===== config.mk =====
export PLATFORM = sky130hd
export DESIGN_NAME = id_ex_stage
export DESIGN_NICKNAME = d
export VERILOG_FILES = /design/src/rtl/id_ex_stage.sv
export SDC_FILE = /design/constraint.sdc
export NUM_CORES = 1
export LEC_CHECK = 0
export ABC_CLOCK_PERIOD_IN_PS = 2100
export CAP_MARGIN = 20
export CORE_AREA = 2 2 140 142
export CTS_CLUSTER_DIAMETER = 150
export DETAILED_ROUTE_END_ITERATION = 10
export DIE_AREA = 0 0 142 144
export GPL_ROUTABILITY_DRIVEN = 0
export PLACE_DENSITY_LB_ADDON = 0.3
export SLEW_MARGIN = 20
export SYNTH_ARGS = -nofsm -noshare
export SYNTH_HDL_FRONTEND = slang
export SYNTH_SLANG_ARGS = --single-unit

===== constraint.sdc =====
create_clock -name clk -period 2.1 [get_ports clk]
set_clock_uncertainty 0.1 [all_clocks]
set_input_delay 0.42 -clock clk [delete_from_list [all_inputs] [get_ports clk]]
set_output_delay 0.42 -clock clk [all_outputs]
set_load 0.03 [all_outputs]

===== src/rtl/id_ex_stage.sv =====
// id_ex_stage: ID/EX pipeline register for a 5-stage RISC-V core.
// It detects load-use hazards and inserts a one-cycle bubble for them.
// It also flushes EX contents on a taken branch, jump or mret.
// Optional feature: define ID_EX_STALL_CNT_EN to build a saturating
// counter of load-use stall cycles. When it is undefined, stall_count is 0.
module id_ex_stage (
   input  logic        clk,
   input  logic        rst_n,
   input  logic        id_valid,
   input  logic [19:0] id_ctrl,
   input  logic [31:0] id_pc,
   input  logic [4:0]  id_rs1_addr,
   input  logic [4:0]  id_rs2_addr,
   input  logic [4:0]  id_rd_addr,
   input  logic [31:0] id_rs1_data,
   input  logic [31:0] id_rs2_data,
   input  logic [31:0] id_imm,
   input  logic        ex_flush,
   output logic        stall,
   output logic        ex_valid,
   output logic [19:0] ex_ctrl,
   output logic [31:0] ex_pc,
   output logic [31:0] ex_imm,
   output logic [31:0] ex_rs1_data,
   output logic [31:0] ex_rs2_data,
   output logic [4:0]  ex_rs1_addr,
   output logic [4:0]  ex_rs2_addr,
   output logic [4:0]  ex_rd_addr,
   output logic [31:0] stall_count
);

   // Bit position of memRdEn inside the decoder control bundle.
   localparam int CTRL_MEMRD_BIT = 6;

   logic haz_s;

   // Load-use hazard: the EX load targets a register that the ID instruction may read.
   // The check does not know whether ID really uses rs1/rs2, so it is conservative.
   always_comb begin
      haz_s = 1'b0;
      if (ex_valid && ex_ctrl[CTRL_MEMRD_BIT] && (ex_rd_addr != 5'd0) && id_valid &&
          ((ex_rd_addr == id_rs1_addr) || (ex_rd_addr == id_rs2_addr))) begin
         haz_s = 1'b1;
      end else begin
         haz_s = 1'b0;
      end
   end

   // A flush kills the ID instruction, so a stall is pointless in that case.
   assign stall = haz_s & ~ex_flush;

   // Pipeline register: data fields always load, and the valid/ctrl priority is flush, then hazard, then normal.
   always_ff @(posedge clk or negedge rst_n) begin
      if (!rst_n) begin
         ex_valid    <= 1'b0;
         ex_ctrl     <= 20'd0;
         ex_pc       <= 32'd0;
         ex_imm      <= 32'd0;
         ex_rs1_data <= 32'd0;
         ex_rs2_data <= 32'd0;
         ex_rs1_addr <= 5'd0;
         ex_rs2_addr <= 5'd0;
         ex_rd_addr  <= 5'd0;
      end else begin
         ex_pc       <= id_pc;
         ex_imm      <= id_imm;
         ex_rs1_data <= id_rs1_data;
         ex_rs2_data <= id_rs2_data;
         ex_rs1_addr <= id_rs1_addr;
         ex_rs2_addr <= id_rs2_addr;
         ex_rd_addr  <= id_rd_addr;
         if (ex_flush || haz_s) begin
            ex_valid <= 1'b0;
            ex_ctrl  <= 20'd0;
         end else begin
            ex_valid <= id_valid;
            ex_ctrl  <= id_valid ? id_ctrl : 20'd0;
         end
      end
   end

`ifdef ID_EX_STALL_CNT_EN
   logic [31:0] stall_cnt_r;

   // Count load-use stall cycles and hold the value at the maximum. Only reset clears it.
   always_ff @(posedge clk or negedge rst_n) begin
      if (!rst_n) begin
         stall_cnt_r <= 32'd0;
      end else if (stall && (stall_cnt_r != 32'hFFFF_FFFF)) begin
         stall_cnt_r <= stall_cnt_r + 32'd1;
      end else begin
         stall_cnt_r <= stall_cnt_r;
      end
   end

   assign stall_count = stall_cnt_r;
`else
   assign stall_count = 32'd0;
`endif

endmodule


======== After elaboration in Yosys (flattened, before gate mapping) ========
Cells that the tools add are included.
W data, S select, Z words.
word-level totals
  register bits after elaboration ......... 164
  latch bits .............................. 0
  bits in writable memories ............... 0
  bits in read-only memories .............. 0
  input port bits ......................... 167
  output and inout bits ................... 197
  logic and storage cells ................. 24
  memories ................................ 0
cells by class
  add/subtract/negate cells ............... 0
  $mul .................................... 0
  div/mod/pow operators ................... 0
  magnitude comparators ................... 0
  eq/ne operators ......................... 2
  shift-type cells ........................ 0
  muxes and demuxes ....................... 4
  bitwise operators ....................... 2
  reduce and logical (&&, ||, !) cells .... 7
operators with widths
  operator             number
  $mux W20             2
  $eq A5 B5 Y1         2
  $reduce_bool A5 Y1   1
  $logic_and A1 B1 Y1  4
  $logic_or A1 B1 Y1   2
  $mux W1              2
  $and A1 B1 Y1        1
  $not A1 Y1           1

======== Depth between registers and ports, before layout ========
  depth after elaboration ................. 7
  gate-level depth with buffers ........... 5
  mapped depth without buffers ............ 4

======== Worst setup path before layout ========
Ideal clock, no wire load.
  kind .................................... register -> output
  start point ............................. register ex_rd_addr[4]
  end point ............................... output stall
  data arrival time ....................... 1352 ps
  required time ........................... 1580 ps
  path slack .............................. 228 ps
  cell stages (with the launch flop) ...... 5
  path buffers ............................ 0
  cells stage by stage .................... dfrtp_1 > xnor2_1 > nand3_1 > o22ai_2 > and3b_2
on the way
  longest elaborated chain between the ends .. 6
ends and longest elaborated chain
  element                           RTL line  text
  start: declaration                28        output logic [4:0] ex_rd_addr,
  start signal: assignment          71        ex_rd_addr <= id_rd_addr;
  $reduce_bool A5 Y1                41        if (ex_valid && ex_ctrl[CTRL_MEMRD_BIT] && (ex_rd_addr != 5'd0) && id_valid &&
  $logic_and A1 B1 Y1 (2 in a row)  41
  $logic_and A1 B1 Y1 *             41
  $mux W1 *                         41
  $and A1 B1 Y1 *                   50        assign stall = haz_s & ~ex_flush;
  end: declaration                  19        output logic stall,
Mark *: on every way between the ends. The rest lies on a longest branch, timed or not.

======== Final worst setup path ========
  start point ............................. input id_rs2_addr[0]
  end point ............................... output stall
on the way
  longest elaborated chain between the ends .. 5
ends and longest elaborated chain
  element              RTL line  text
  start: declaration   13        input logic [4:0] id_rs2_addr,
  $eq A5 B5 Y1         42        ((ex_rd_addr == id_rs1_addr) || (ex_rd_addr == id_rs2_addr))) begin
  $logic_or A1 B1 Y1   42
  $logic_and A1 B1 Y1  41
  $mux W1              41
  $and A1 B1 Y1        50
No other way between the ends.

==> results.json <==
{
  "vias": 3309,
  "synth_top_family_by_area": "buffers and inverters",
  "cts_sinks": 164,
  "ys_warn_count": 0,
  "synth_seq_area_share": 0.8682,
  "syn_area_um2": 4727,
  "hold_viol_final": 0,
  "core_um2": 19080,
  "post-route-period-util": 1.060,
  "start_util": 0.2478,
  "multi_input_area_um2": 505.5,
  "crit_arrival_ps": 1710,
  "clk_pin_slew_ps": 60,
  "nets": 786,
  "p_switching_uw": 2027,
  "cp.required_ps": 1580,
  "yosysTopAreaCell": "dfrtp_1",
  "io_pins": 364,
  "start_kind": "input port",
  "port_buffers": 331,
  "grt_pass1_wl_um": 20010,
  "avgSynthCellArea_um2": 17.84,
  "endpoint_kind": "output pin",
  "utilization": 0.4659,
  "die-area_um2": 20450,
  "drv_slew": 0,
  "grtUsageTotal": 0.1346,
  "rsz0062_at_grt": "yes",
  "drv_cap": 0,
  "power_leakage_uw": 0.003847,
  "outcome": "finished with violations",
  "grt_pass1_vias": 3423,
  "placement_rows": 51,
  "drive_gt1_frac": 0.08716,
  "place_area_um2": 8269,
  "first_iter_violations": 110,
  "synth-seq-cells": 164,
  "cts_tree": "yes",
  "synth_compound_area_frac": 0.02726,
  "peakVddDrop_uv": 495.4,
  "yosysTopAreaCellShare": 0.8682,
  "path_class": "in2out",
  "finalNonFillerCells": 869,
  "clkLatencyLatePin_ps": 420,
  "finalInstanceArea_um2": 8890,
  "clockBufferDepth": 2,
  "syn_to_final_growth_pct": 88.06,
  "r2r_cells": 6,
  "finalCriticalPeriod_ps": 2227,
  "via_per_inst": 3.808,
  "final_cell_mix": "clkdlybuf4s50_1 (322), dfrtp_1 (162), conb_1 (32), nand2_1 (22), a21oi_1 (19)",
  "numCtsBuffers": 17,
  "fmax_ghz": 0.4491,
  "ff_latch_area_um2": 4106,
  "die_x_um": 142,
  "pwr-share-seq": 0.452,
  "cts_root_buf": "clkbuf_16",
  "overflow": 0,
  "violations": "negative setup slack",
  "syn-instance-count": 265,
  "intPower_uw": 5422,
  "drc_errors": 0,
  "layout.cells.most_common": "clkdlybuf4s50_1",
  "yosys.area_share.simple": 0.02594,
  "pre_cts_slack_ps": -183.3,
  "antenna_found_initial": 1,
  "p_comb_frac": 0.160,
  "place_inst": 836,
  "worstHoldPathCells": 1,
  "place_hpwl_um": 11010,
  "synth_xor_area_frac": 0.01853,
  "setup_ws_ps": -126.9,
  "pwr_density_cell_nw_per_um2": 837.9,
  "path_max_fanout": 2,
  "wirelength_um": 14090,
  "wl_per_cell_um": 16.21,
  "synthAdderAreaFrac": 0,
  "antenna_cells": 0,
  "die-height_um": 144,
  "synthMuxAreaShare": 0,
  "r2r_setup_slack_ps": 460,
  "p_clk_frac": 0.388,
  "min_path_type": "in2reg",
  "ys_types": 17,
  "nFillCells": 1689,
  "switching_share": 0.2722,
  "grt_max_degree": 71,
  "setup_tns_ps": -126.9,
  "yosys-top-cells-area": "dfrtp_1 (87%), buf_4 (5.1%), a21oi_1 (2.1%), xnor2_1 (1.9%), nand2_1 (1.7%)",
  "htree_levels": 4,
  "ant_nets": 0,
  "setup_viol": 1,
  "drt-pass1-iter-count": 4
}
-- worst paths after layout --
| path | startpoint | endpoint |
|---|---|---|
| worst min-delay path | id_rs2_addr[2] | ex_rs2_addr[2]$_DFF_PN0_ |
| max in group asynchronous | rst_n | ex_rs1_data[23]$_DFF_PN0_ |
| min in group asynchronous | rst_n | ex_rs2_data[23]$_DFF_PN0_ |
| worst min register to register | ex_ctrl[6]$_DFF_PN0_ | ex_ctrl[6]$_DFF_PN0_ |
| worst max register to register | ex_rd_addr[2]$_DFF_PN0_ | ex_ctrl[2]$_DFF_PN0_ |
| worst max-delay path | id_rs2_addr[0] | stall |
-- worst max-delay path, cell delays in order --
cell and delay (ps):
clkdlybuf4s50_1 530, xnor2_2 140, nand3_2 100, o22ai_2 180, and3b_2 220, buf_6 130
-- routing by layer --
layer	vias up	wire length [um]	global-route usage
li1	1483	-	-
met1	1597	4992	0.1450
met2	208	7443	0.2337
met3	21	1329	0.05331
met4	0	324	0.06158
met5	-	0	0
-- sequential cells by signal (all words and copies together) (netlist names) --
name	flops
ex_imm	32
ex_pc	32
ex_rs1_addr	5
ex_ctrl	20
ex_rs2_data	32
ex_valid	1
ex_rs1_data	32
ex_rd_addr	5
ex_rs2_addr	5
-- synthesized netlist by cell type (all sizes together) --
master / instances
clkbuf: 2
conb: 1
a21oi: 21
a21boi: 1
xnor2: 10
nor3: 1
nand3: 3
and3b: 1
o22ai: 1
nor2: 1
nand2: 22
dfrtp: 164
nor2b: 1
buf: 36
-- timing repair --
action | in CTS | in global routing
resized for setup | 8 | 8
cloned | 0 | 0
hold buffers | 1 | 0
setup buffers | 1 | 0
hold endpoints to repair | 24 | 0
setup endpoints to repair | 4 | 5
pin swaps | 3 | 1
-- metrics by stage --
step           total power [uW]  hold slack [ps]
3_5_place_dp               4622            204.0
4_1_cts                    7556            199.5
3_3_place_gp               4606            204.0
2_1_floorplan              3921            24.41
5_1_grt                    7736            215.8
6_report                   7449            234.8
-- power by group through the flow --
| stage | registers (uW) | clock network [uW] | logic (uW) |
|---|---|---|---|
| final | 3360 | 2890 | 1190 |
| after global routing | 3380 | 3100 | 1250 |
| after CTS | 3370 | 2990 | 1200 |
| after detailed placement | 3420 | 0 | 1200 |
| after global placement | 3420 | 0 | 1190 |
| after floorplan | 3750 | 0 | 174 |
-- final cells by class --
type                       count  share of cell area
clock buffer                  17             0.04785
clock inverter                14             0.01379
multi-input combinational     94             0.05686
sequential                   164              0.4619
tap                          238             0.03350
timing repair buffer         342              0.3861
-- cell families (layout without fill, tap and decap cells) --
kind of cell,after synthesis,count (layout)
flops,164,164
xor+xnor,10,10
buf+inv,38,373
simple gates,29,29
compound gates,23,23
other cells,1,32
(Power assumes the default switching activity.)
